$ cat config.mk
export PLATFORM = sky130hd
export DESIGN_NAME = local_memory_arbiter_flat
export DESIGN_NICKNAME = d
export VERILOG_FILES = /design/src/rtl/local_memory_arbiter_if.sv /design/src/rtl/local_memory_arbiter.sv /design/src/flat_wrapper.sv
export SDC_FILE = /design/constraint.sdc
export NUM_CORES = 1
export LEC_CHECK = 0
export CORE_AREA = 2 2 88 90
export DETAILED_ROUTE_END_ITERATION = 6
export DIE_AREA = 0 0 90 92
export PLACE_DENSITY = 0.75
export SETUP_SLACK_MARGIN = 0.1
export SLEW_MARGIN = 40
export SYNTH_ARGS = -nofsm -noshare
export SYNTH_HDL_FRONTEND = slang
export SYNTH_SLANG_ARGS = --single-unit
$ cat constraint.sdc
create_clock -name aclk -period 2.9 [get_ports aclk]
set_input_delay 0.58 -clock aclk [delete_from_list [all_inputs] [get_ports aclk]]
set_output_delay 0.58 -clock aclk [all_outputs]
set_load 0.1 [all_outputs]
$ cat src/rtl/local_memory_arbiter_if.sv
// local_memory_arbiter_if: two requester ports plus the shared single-port memory bus.
interface local_memory_arbiter_if #(parameter int SIZE_ADDR = 8);
  logic req0_valid, req0_ready, req0_we, req0_lock, req0_rvalid;
  logic [SIZE_ADDR-1:0] req0_addr;
  logic [31:0] req0_wdata, req0_rdata;
  logic req1_valid, req1_ready, req1_we, req1_lock, req1_rvalid;
  logic [SIZE_ADDR-1:0] req1_addr;
  logic [31:0] req1_wdata, req1_rdata;
  logic mem_ce, mem_rden, mem_wren;
  logic [SIZE_ADDR-1:0] mem_addr;
  logic [31:0] mem_wdata, mem_rdata;
  modport master (
    output req0_valid, req0_we, req0_lock, req0_addr, req0_wdata,
    output req1_valid, req1_we, req1_lock, req1_addr, req1_wdata, mem_rdata,
    input  req0_ready, req0_rvalid, req0_rdata, req1_ready, req1_rvalid, req1_rdata,
    input  mem_ce, mem_rden, mem_wren, mem_addr, mem_wdata
  );
  modport slave (
    input  req0_valid, req0_we, req0_lock, req0_addr, req0_wdata,
    input  req1_valid, req1_we, req1_lock, req1_addr, req1_wdata, mem_rdata,
    output req0_ready, req0_rvalid, req0_rdata, req1_ready, req1_rvalid, req1_rdata,
    output mem_ce, mem_rden, mem_wren, mem_addr, mem_wdata
  );
endinterface

$ cat src/rtl/local_memory_arbiter.sv
// local_memory_arbiter: round-robin two-requester arbiter with locked bursts onto one memory port.
module local_memory_arbiter #(
  parameter int SIZE_ADDR = 8,
  parameter int MAX_BURST = 16
) (
  input logic aclk,
  input logic aresetn,
  local_memory_arbiter_if.slave bus
);
  typedef enum logic [1:0] {IDLE, OWN0, OWN1} state_t;
  localparam logic [8:0] MAX = 9'(MAX_BURST);
  state_t state_q, state_d;
  logic rr_q, rr_d, rv0_q, rv1_q;
  logic [8:0] cnt_q, cnt_d, cnt_nx;
  logic g0, g1, acc0, acc1, acc, own, we, lock, other_v, busy, rel;
  logic [SIZE_ADDR-1:0] addr;
  logic [31:0] wdata;
  always_comb begin
    g0 = aresetn && (state_q == OWN0 || (state_q == IDLE && bus.req0_valid && (!bus.req1_valid || rr_q)));
    g1 = aresetn && (state_q == OWN1 || (state_q == IDLE && bus.req1_valid && (!bus.req0_valid || !rr_q)));
    acc0 = g0 && bus.req0_valid;
    acc1 = g1 && bus.req1_valid;
    acc = acc0 || acc1;
    own = acc ? acc1 : state_q == OWN1;
    we = acc1 ? bus.req1_we : bus.req0_we;
    lock = own ? bus.req1_lock : bus.req0_lock;
    other_v = own ? bus.req0_valid : bus.req1_valid;
    cnt_nx = (acc && cnt_q < MAX) ? cnt_q + 9'd1 : cnt_q;
    // a full burst yields in the same cycle as its last beat, so the hand-over has no bubble
    busy = acc || state_q != IDLE;
    rel = busy && ((acc && !lock) || (cnt_nx >= MAX && other_v));
    state_d = (!busy || rel) ? IDLE : own ? OWN1 : OWN0;
    rr_d = rel ? own : rr_q;
    cnt_d = (!busy || rel) ? 9'd0 : cnt_nx;
    addr = acc1 ? bus.req1_addr : acc0 ? bus.req0_addr : '0;
    wdata = acc1 ? bus.req1_wdata : acc0 ? bus.req0_wdata : '0;
  end
  always_ff @(posedge aclk) begin
    if (!aresetn) begin
      state_q <= IDLE;
      rr_q <= 1'b1;
      cnt_q <= '0;
      rv0_q <= 1'b0;
      rv1_q <= 1'b0;
    end else begin
      state_q <= state_d;
      rr_q <= rr_d;
      cnt_q <= cnt_d;
      rv0_q <= acc0 && !bus.req0_we;
      rv1_q <= acc1 && !bus.req1_we;
    end
  end
  assign bus.req0_ready = g0;
  assign bus.req1_ready = g1;
  assign bus.req0_rvalid = rv0_q && aresetn;
  assign bus.req1_rvalid = rv1_q && aresetn;
  assign bus.req0_rdata = bus.mem_rdata;
  assign bus.req1_rdata = bus.mem_rdata;
  assign bus.mem_ce = acc;
  assign bus.mem_wren = acc && we;
  assign bus.mem_rden = acc && !we;
  assign bus.mem_addr = addr;
  assign bus.mem_wdata = wdata;
endmodule

$ cat src/flat_wrapper.sv
// flat-port wrapper written by rule: the top's interface ports become plain ports
module local_memory_arbiter_flat 
#(
  parameter int SIZE_ADDR = 8,
  parameter int MAX_BURST = 16
)
  (aclk, aresetn, bus_req0_valid, bus_req0_we, bus_req0_lock, bus_req0_addr, bus_req0_wdata, bus_req1_valid, bus_req1_we, bus_req1_lock, bus_req1_addr, bus_req1_wdata, bus_mem_rdata, bus_req0_ready, bus_req0_rvalid, bus_req0_rdata, bus_req1_ready, bus_req1_rvalid, bus_req1_rdata, bus_mem_ce, bus_mem_rden, bus_mem_wren, bus_mem_addr, bus_mem_wdata);
  local_memory_arbiter_if #(.SIZE_ADDR(SIZE_ADDR)) bus_i ();
  input logic aclk;
  input logic aresetn;
  input wire logic [$bits(bus_i.req0_valid)-1:0] bus_req0_valid;
  input wire logic [$bits(bus_i.req0_we)-1:0] bus_req0_we;
  input wire logic [$bits(bus_i.req0_lock)-1:0] bus_req0_lock;
  input wire logic [$bits(bus_i.req0_addr)-1:0] bus_req0_addr;
  input wire logic [$bits(bus_i.req0_wdata)-1:0] bus_req0_wdata;
  input wire logic [$bits(bus_i.req1_valid)-1:0] bus_req1_valid;
  input wire logic [$bits(bus_i.req1_we)-1:0] bus_req1_we;
  input wire logic [$bits(bus_i.req1_lock)-1:0] bus_req1_lock;
  input wire logic [$bits(bus_i.req1_addr)-1:0] bus_req1_addr;
  input wire logic [$bits(bus_i.req1_wdata)-1:0] bus_req1_wdata;
  input wire logic [$bits(bus_i.mem_rdata)-1:0] bus_mem_rdata;
  output wire logic [$bits(bus_i.req0_ready)-1:0] bus_req0_ready;
  output wire logic [$bits(bus_i.req0_rvalid)-1:0] bus_req0_rvalid;
  output wire logic [$bits(bus_i.req0_rdata)-1:0] bus_req0_rdata;
  output wire logic [$bits(bus_i.req1_ready)-1:0] bus_req1_ready;
  output wire logic [$bits(bus_i.req1_rvalid)-1:0] bus_req1_rvalid;
  output wire logic [$bits(bus_i.req1_rdata)-1:0] bus_req1_rdata;
  output wire logic [$bits(bus_i.mem_ce)-1:0] bus_mem_ce;
  output wire logic [$bits(bus_i.mem_rden)-1:0] bus_mem_rden;
  output wire logic [$bits(bus_i.mem_wren)-1:0] bus_mem_wren;
  output wire logic [$bits(bus_i.mem_addr)-1:0] bus_mem_addr;
  output wire logic [$bits(bus_i.mem_wdata)-1:0] bus_mem_wdata;
  assign bus_i.req0_valid = bus_req0_valid;
  assign bus_i.req0_we = bus_req0_we;
  assign bus_i.req0_lock = bus_req0_lock;
  assign bus_i.req0_addr = bus_req0_addr;
  assign bus_i.req0_wdata = bus_req0_wdata;
  assign bus_i.req1_valid = bus_req1_valid;
  assign bus_i.req1_we = bus_req1_we;
  assign bus_i.req1_lock = bus_req1_lock;
  assign bus_i.req1_addr = bus_req1_addr;
  assign bus_i.req1_wdata = bus_req1_wdata;
  assign bus_i.mem_rdata = bus_mem_rdata;
  assign bus_req0_ready = bus_i.req0_ready;
  assign bus_req0_rvalid = bus_i.req0_rvalid;
  assign bus_req0_rdata = bus_i.req0_rdata;
  assign bus_req1_ready = bus_i.req1_ready;
  assign bus_req1_rvalid = bus_i.req1_rvalid;
  assign bus_req1_rdata = bus_i.req1_rdata;
  assign bus_mem_ce = bus_i.mem_ce;
  assign bus_mem_rden = bus_i.mem_rden;
  assign bus_mem_wren = bus_i.mem_wren;
  assign bus_mem_addr = bus_i.mem_addr;
  assign bus_mem_wdata = bus_i.mem_wdata;
  local_memory_arbiter #(.SIZE_ADDR(SIZE_ADDR), .MAX_BURST(MAX_BURST)) u_core (.aclk(aclk), .aresetn(aresetn), .bus(bus_i));
endmodule
## Word level (Yosys, flattened, before mapping)

Index checks and enable logic that the tools add are counted.

- Bits in writable memories: 0
- Input bits: 120
- Word-level logic and storage cells: 58
- Bits in latches: 0
- Memories kept: 0
- Bits in read-only memories: 0
- Bits in registers: 14
- Output and inout port bits: 111

- Eq/ne operators: 2
- Div/mod/pow operators: 0
- $lt $le $gt $ge: 2
- Muxes and demuxes: 10
- Reduce and logical (&&, ||, !) cells: 37
- Bitwise logic cells: 1
- Add/subtract/negate cells: 1
- Shifts and indexed selects: 0
- $mul: 0

Operators with widths:

| cell | number |
|---|---|
| 32-bit 2-to-1 mux | 2 |
| 1-bit logical AND | 18 |
| 8-bit 2-to-1 mux | 2 |
| 9-bit by 1-bit adder with 9-bit output, second input constant | 1 |
| 9-bit by 5-bit >= comparator with 1-bit output, second input constant | 1 |
| 9-bit by 5-bit < comparator with 1-bit output, second input constant | 1 |
| 9-bit 2-to-1 mux | 1 |
| 1-bit zero test | 8 |
| 1-bit logical OR | 8 |
| 1-bit 2-to-1 mux | 4 |
| 2-bit by 1-bit equality test with 1-bit output, second input constant | 1 |
| 2-bit equality test, second input constant | 1 |
| 2-bit zero test | 1 |
| 2-bit 2-to-1 mux | 1 |
| 2-bit nonzero test | 1 |
| 2-bit OR reduction | 1 |
| 1-bit NOT | 1 |

## Logic depth before layout (Yosys ltp)

- Depth after elaboration: 15
- Mapped depth: 7
- Mapped depth without buffers: 6

## Worst setup path before layout

OpenSTA, ideal clock, no wires.

- Kind: input to output
- From: input port aresetn
- To: output port bus_req0_ready
- Required time: 2320 ps
- Buffers on the path: 1
- Cell stages on the path: 2
- Path slack: -709 ps
- Arrival: 3029 ps
- Cells stage by stage: clkbuf_1 > nor3b_1

- Cells in the longest elaborated chain, start to end: 1

Ends and longest elaborated chain:

| element | line | text |
|---|---|---|
| start: declaration | flat_wrapper.sv:10 | `input logic aresetn;` |
| 1-bit logical AND | local_memory_arbiter.sv:19 | `g0 = aresetn && (state_q == OWN0 \|\| (state_q == IDLE && bus.req0_valid && (!bus.req1_valid \|\| rr_q)));` |
| end: declaration | flat_wrapper.sv:22 | `output wire logic [$bits(bus_i.req0_ready)-1:0] bus_req0_ready;` |

No other way between the ends.

## Worst setup path after layout

- From: input port bus_req1_valid
- To: output port bus_mem_wdata[11]

- Cells in the longest elaborated chain, start to end: 8
- Elaborated cells between the ends (all ways): 13
- Classes of those cells: mux (2); reduce/logical (11)

Ends and longest elaborated chain:

| element | line | text |
|---|---|---|
| start: declaration | flat_wrapper.sv:16 | `input wire logic [$bits(bus_i.req1_valid)-1:0] bus_req1_valid;` |
| 1-bit zero test | local_memory_arbiter.sv:19 |  |
| 1-bit logical OR | local_memory_arbiter.sv:19 |  |
| 1-bit logical AND | local_memory_arbiter.sv:19 |  |
| 1-bit logical OR | local_memory_arbiter.sv:19 |  |
| 1-bit logical AND | local_memory_arbiter.sv:19 |  |
| 1-bit logical AND | local_memory_arbiter.sv:21 | `acc0 = g0 && bus.req0_valid;` |
| 32-bit 2-to-1 mux | local_memory_arbiter.sv:36 | `wdata = acc1 ? bus.req1_wdata : acc0 ? bus.req0_wdata : '0;` |
| 32-bit 2-to-1 mux (*) | local_memory_arbiter.sv:36 |  |
| end: declaration | flat_wrapper.sv:32 | `output wire logic [$bits(bus_i.mem_wdata)-1:0] bus_mem_wdata;` |

Mark *: on every way between the ends. The rest lies on a longest branch, timed or not.

==> results.md <==
* Outcome: finished, final reports clean
* Drt pass-1 iters at 4
* Hold Path End: u_core.cnt_q[6]
* Rel. slew slack at slightly below 70%
* Hold Path Cell Cnt at 2
* Vias in the first global route at 1717
* Commonest non-fill, non-tap cells in the layout: clkdlybuf4s50_1 (86), buf_12 (51), a22o_1 (31)
* Async SR Flop Fraction at 0%
* Mapped Nets at 313
* Worst path max stage delay at ~0.52 ns
* I/O pin count at 231
* Initial Util at 21.1%
* Worst path arrival time at 2.17 ns
* Worst EP required at 2.32 ns
* Clock power share at between 10 and 15%
* Fin Setup TNS at 0 ns
* FF-to-FF End: u_core.state_q[0]
* N_diodes at 0
* Min-delay worst type: flip-flop to flip-flop
* CP endpoint kind: output pin
* Yosys warns at 0
* Layout cells sized above 1 at between 30 and 40%
* Sw Share at 45.2%
* WHS at 0.433 ns
* Total GRT Usage at 13.4%
* Largest net degree at the start of global routing at 23
* First-pass GRT wire length at 9010 um
* Vias per cell at approximately 4.4
* Setup CP Type: input pin to output pin
* Number of synthesized flops with an enable pin at 0
* Vias at 1612
* Num CTS Buffers at 3
* WL final at 6010 um
* Synth Register Bits at 14
* Clk_skew at about 0.0060 ns
* Mean Syn Cell Area at 8.18 um2
* Max-cap violations at 0
* Final Hold Vio Count at 0
* Detail Route Antenna Nets at 0
* Hpwl dp at 4970 um
* Clock slew at reported path FFs at 0.05 ns
* Slew Viols, Final at 0
* CTS H-tree lvls at 1
* P_int at 0.000688 W
* Leakage at approximately 1.3 nW
* Worst-Skew Late Latency at 0.25 ns
* Slew @ Worst Pin at 0.471 ns
* Chain of cells forming the critical path: clkdlybuf4s50_1 > nor2b_4 > and3_2 > buf_8 > a22o_1 > buf_12
* Sw Pwr at 0.000568 W
* Area of the core at 0.00745 mm2
* Combinational Power Share at 68.8%
* Post-Syn Instances at 192
* Hold buffers post-CTS at 0
* Placed Cells at about 360
* GRT Residual Overflow at 0
* Register area share after synthesis at 17.8%
* PwrDens at 380 mW/mm2
* Area Growth Syn to Fin at 110%
* Peak Freq at about 360 MHz
* WL/cell at 16.4 um
* Commonest non-fill, non-tap cell in the layout: clkdlybuf4s50_1
* Cell variety after synth at 34
* I/O Buffers at 134
* Root buffer cell: clkbuf_8
* Crit Path Max Fanout at 22
* Top_reg_cell synth: dfxtp_1
* Final setup violation count at 0
* RSZ-0062 raised after global routing: no
* RD Place Congestion at 0.772
* Post-route clock period utilization at 94.7%
* 1st-iter DRT viols at 51
* Minimum clock period at 2.75 ns
* Die height at a little over 90 um
* Maximum vdd ir drop at 0.202 mV
* Crit path max-delay cell type: clkdlybuf4s50_1
* Synth Cell Area at 0.00157 mm2
* Non-filler cells, final at about 370
* Hold path startpoint: u_core.cnt_q[6]
* Remaining DRCs at 0
* R2R setup slack at 0.93 ns
* Die Area at 0.00828 mm2
* Cell Rows at 32
* Sink Count at 14
* CTS tree: yes
* Initial antenna violation count at 0
* CTS Buffer Depth at 2
* Reg power frac at 16.3%
* Startpoint types: input pin
* Area after DPL at 0.00308 mm2
* Post-route cell area at 0.00330 mm2
* Crit. Startpoint: bus_req1_valid
* FF-to-FF Start: u_core.state_q[1]
* R2R depth at 6
* Die width at 90 um
* Nets at roughly 390
-- Yosys cell counts (all sizes together), types with 2 or more instances --
| library cell | number | area (um2) |
|---|---|---|
| a21oi | 5 | 32.5 |
| nor3b | 2 | 15.0 |
| nand2 | 4 | 15.0 |
| xor2 | 2 | 17.5 |
| o211ai | 2 | 20.0 |
| nand4 | 3 | 18.8 |
| buf | 74 | 533 |
| or2 | 2 | 12.5 |
| and2 | 2 | 12.5 |
| and3 | 3 | 18.8 |
| mux2i | 2 | 20.0 |
| inv | 5 | 18.8 |
| dfxtp | 14 | 280 |
| nor2 | 11 | 41.3 |
| nand2b | 2 | 12.5 |
| a22o | 41 | 359 |
| nor2b | 5 | 33.8 |
-- logic make-up after synthesis --
family	after synthesis	synth area share, %
AO/OA/AOI/OAI	53	28.8
XOR/XNOR	3	1.67
adder cells (fa/ha/maj)	1	0.797
buffers and inverters	80	35.4
flip-flops	14	17.8
multiplexers	2	1.27
AND/OR/NAND/NOR	39	14.2
-- power by group through the flow --
stage | clock [W] | combinational, W | sequential (W)
global route | 0.000198 | 0.000889 | 0.000206
floorplan | 0 | 0.000870 | 0.000207
finish | 0.000187 | 0.000864 | 0.000205
detailed placement | 0 | 0.000833 | 0.000208
CTS | 0.000192 | 0.000837 | 0.000205
global placement | 0 | 0.000826 | 0.000208
-- routing by layer --
layer  global-route usage (%)  routed length (um)
met1                     13.4                2050
met5                        0                   0
met3                     5.34                 529
met2                     25.1                3290
met4                     4.62                 140
-- worst max-delay path, delay by kind of cell --
kind	cells	cell delay, ns
AND/OR/NAND/NOR	2	0.46
AO/OA/AOI/OAI	1	0.22
buffers and inverters	3	0.90
-- area by class of cell --
| class | count | area [um2] |
|---|---|---|
| fill | 701 | 4150 |
| timing repair buffer | 144 | 1960 |
| multi-input combinational | 98 | 853 |
| sequential | 14 | 280 |
| tap | 102 | 128 |
| clock buffer | 4 | 55.1 |
| inverter | 5 | 18.8 |
-- metrics by stage --
stage,worst slack (ns),util (%),total power (W)
finish,0.152,44.3,0.00126
global route,0.0880,44.3,0.00129
CTS,0.0843,42.2,0.00123
detailed placement,0.0554,41.3,0.00104
global placement,0.0883,41.3,0.00103
floorplan,0.225,-,0.00108
-- timing repair --
item                                    4_1_cts  5_1_grt
cloned                                        0        1
pin swaps                                     0        0
endpoints found under the setup margin       41       42
buffers inserted                              0        1
resized for setup                             4       16
-- registers in the layout (all words and copies together) (netlist names) --
signal	flops
u_core.rr_q	1
u_core.rv0_q	1
u_core.cnt_q	9
u_core.rv1_q	1
u_core.state_q	2
-- worst max-delay path by stage --
stage / slack (ns) / cells past startpoint / end
6_report: 0.15 / 6 / bus_mem_wdata[11]
5_1_grt: 0.09 / 7 / bus_mem_addr[4]
4_1_cts: 0.08 / 7 / bus_mem_wdata[11]
3_5_place_dp: 0.06 / 6 / bus_mem_wdata[28]
3_3_place_gp: 0.09 / 6 / bus_mem_wdata[11]
2_1_floorplan: 0.22 / 5 / bus_mem_addr[0]
No activity file was read; power rests on OpenSTA's default activity.
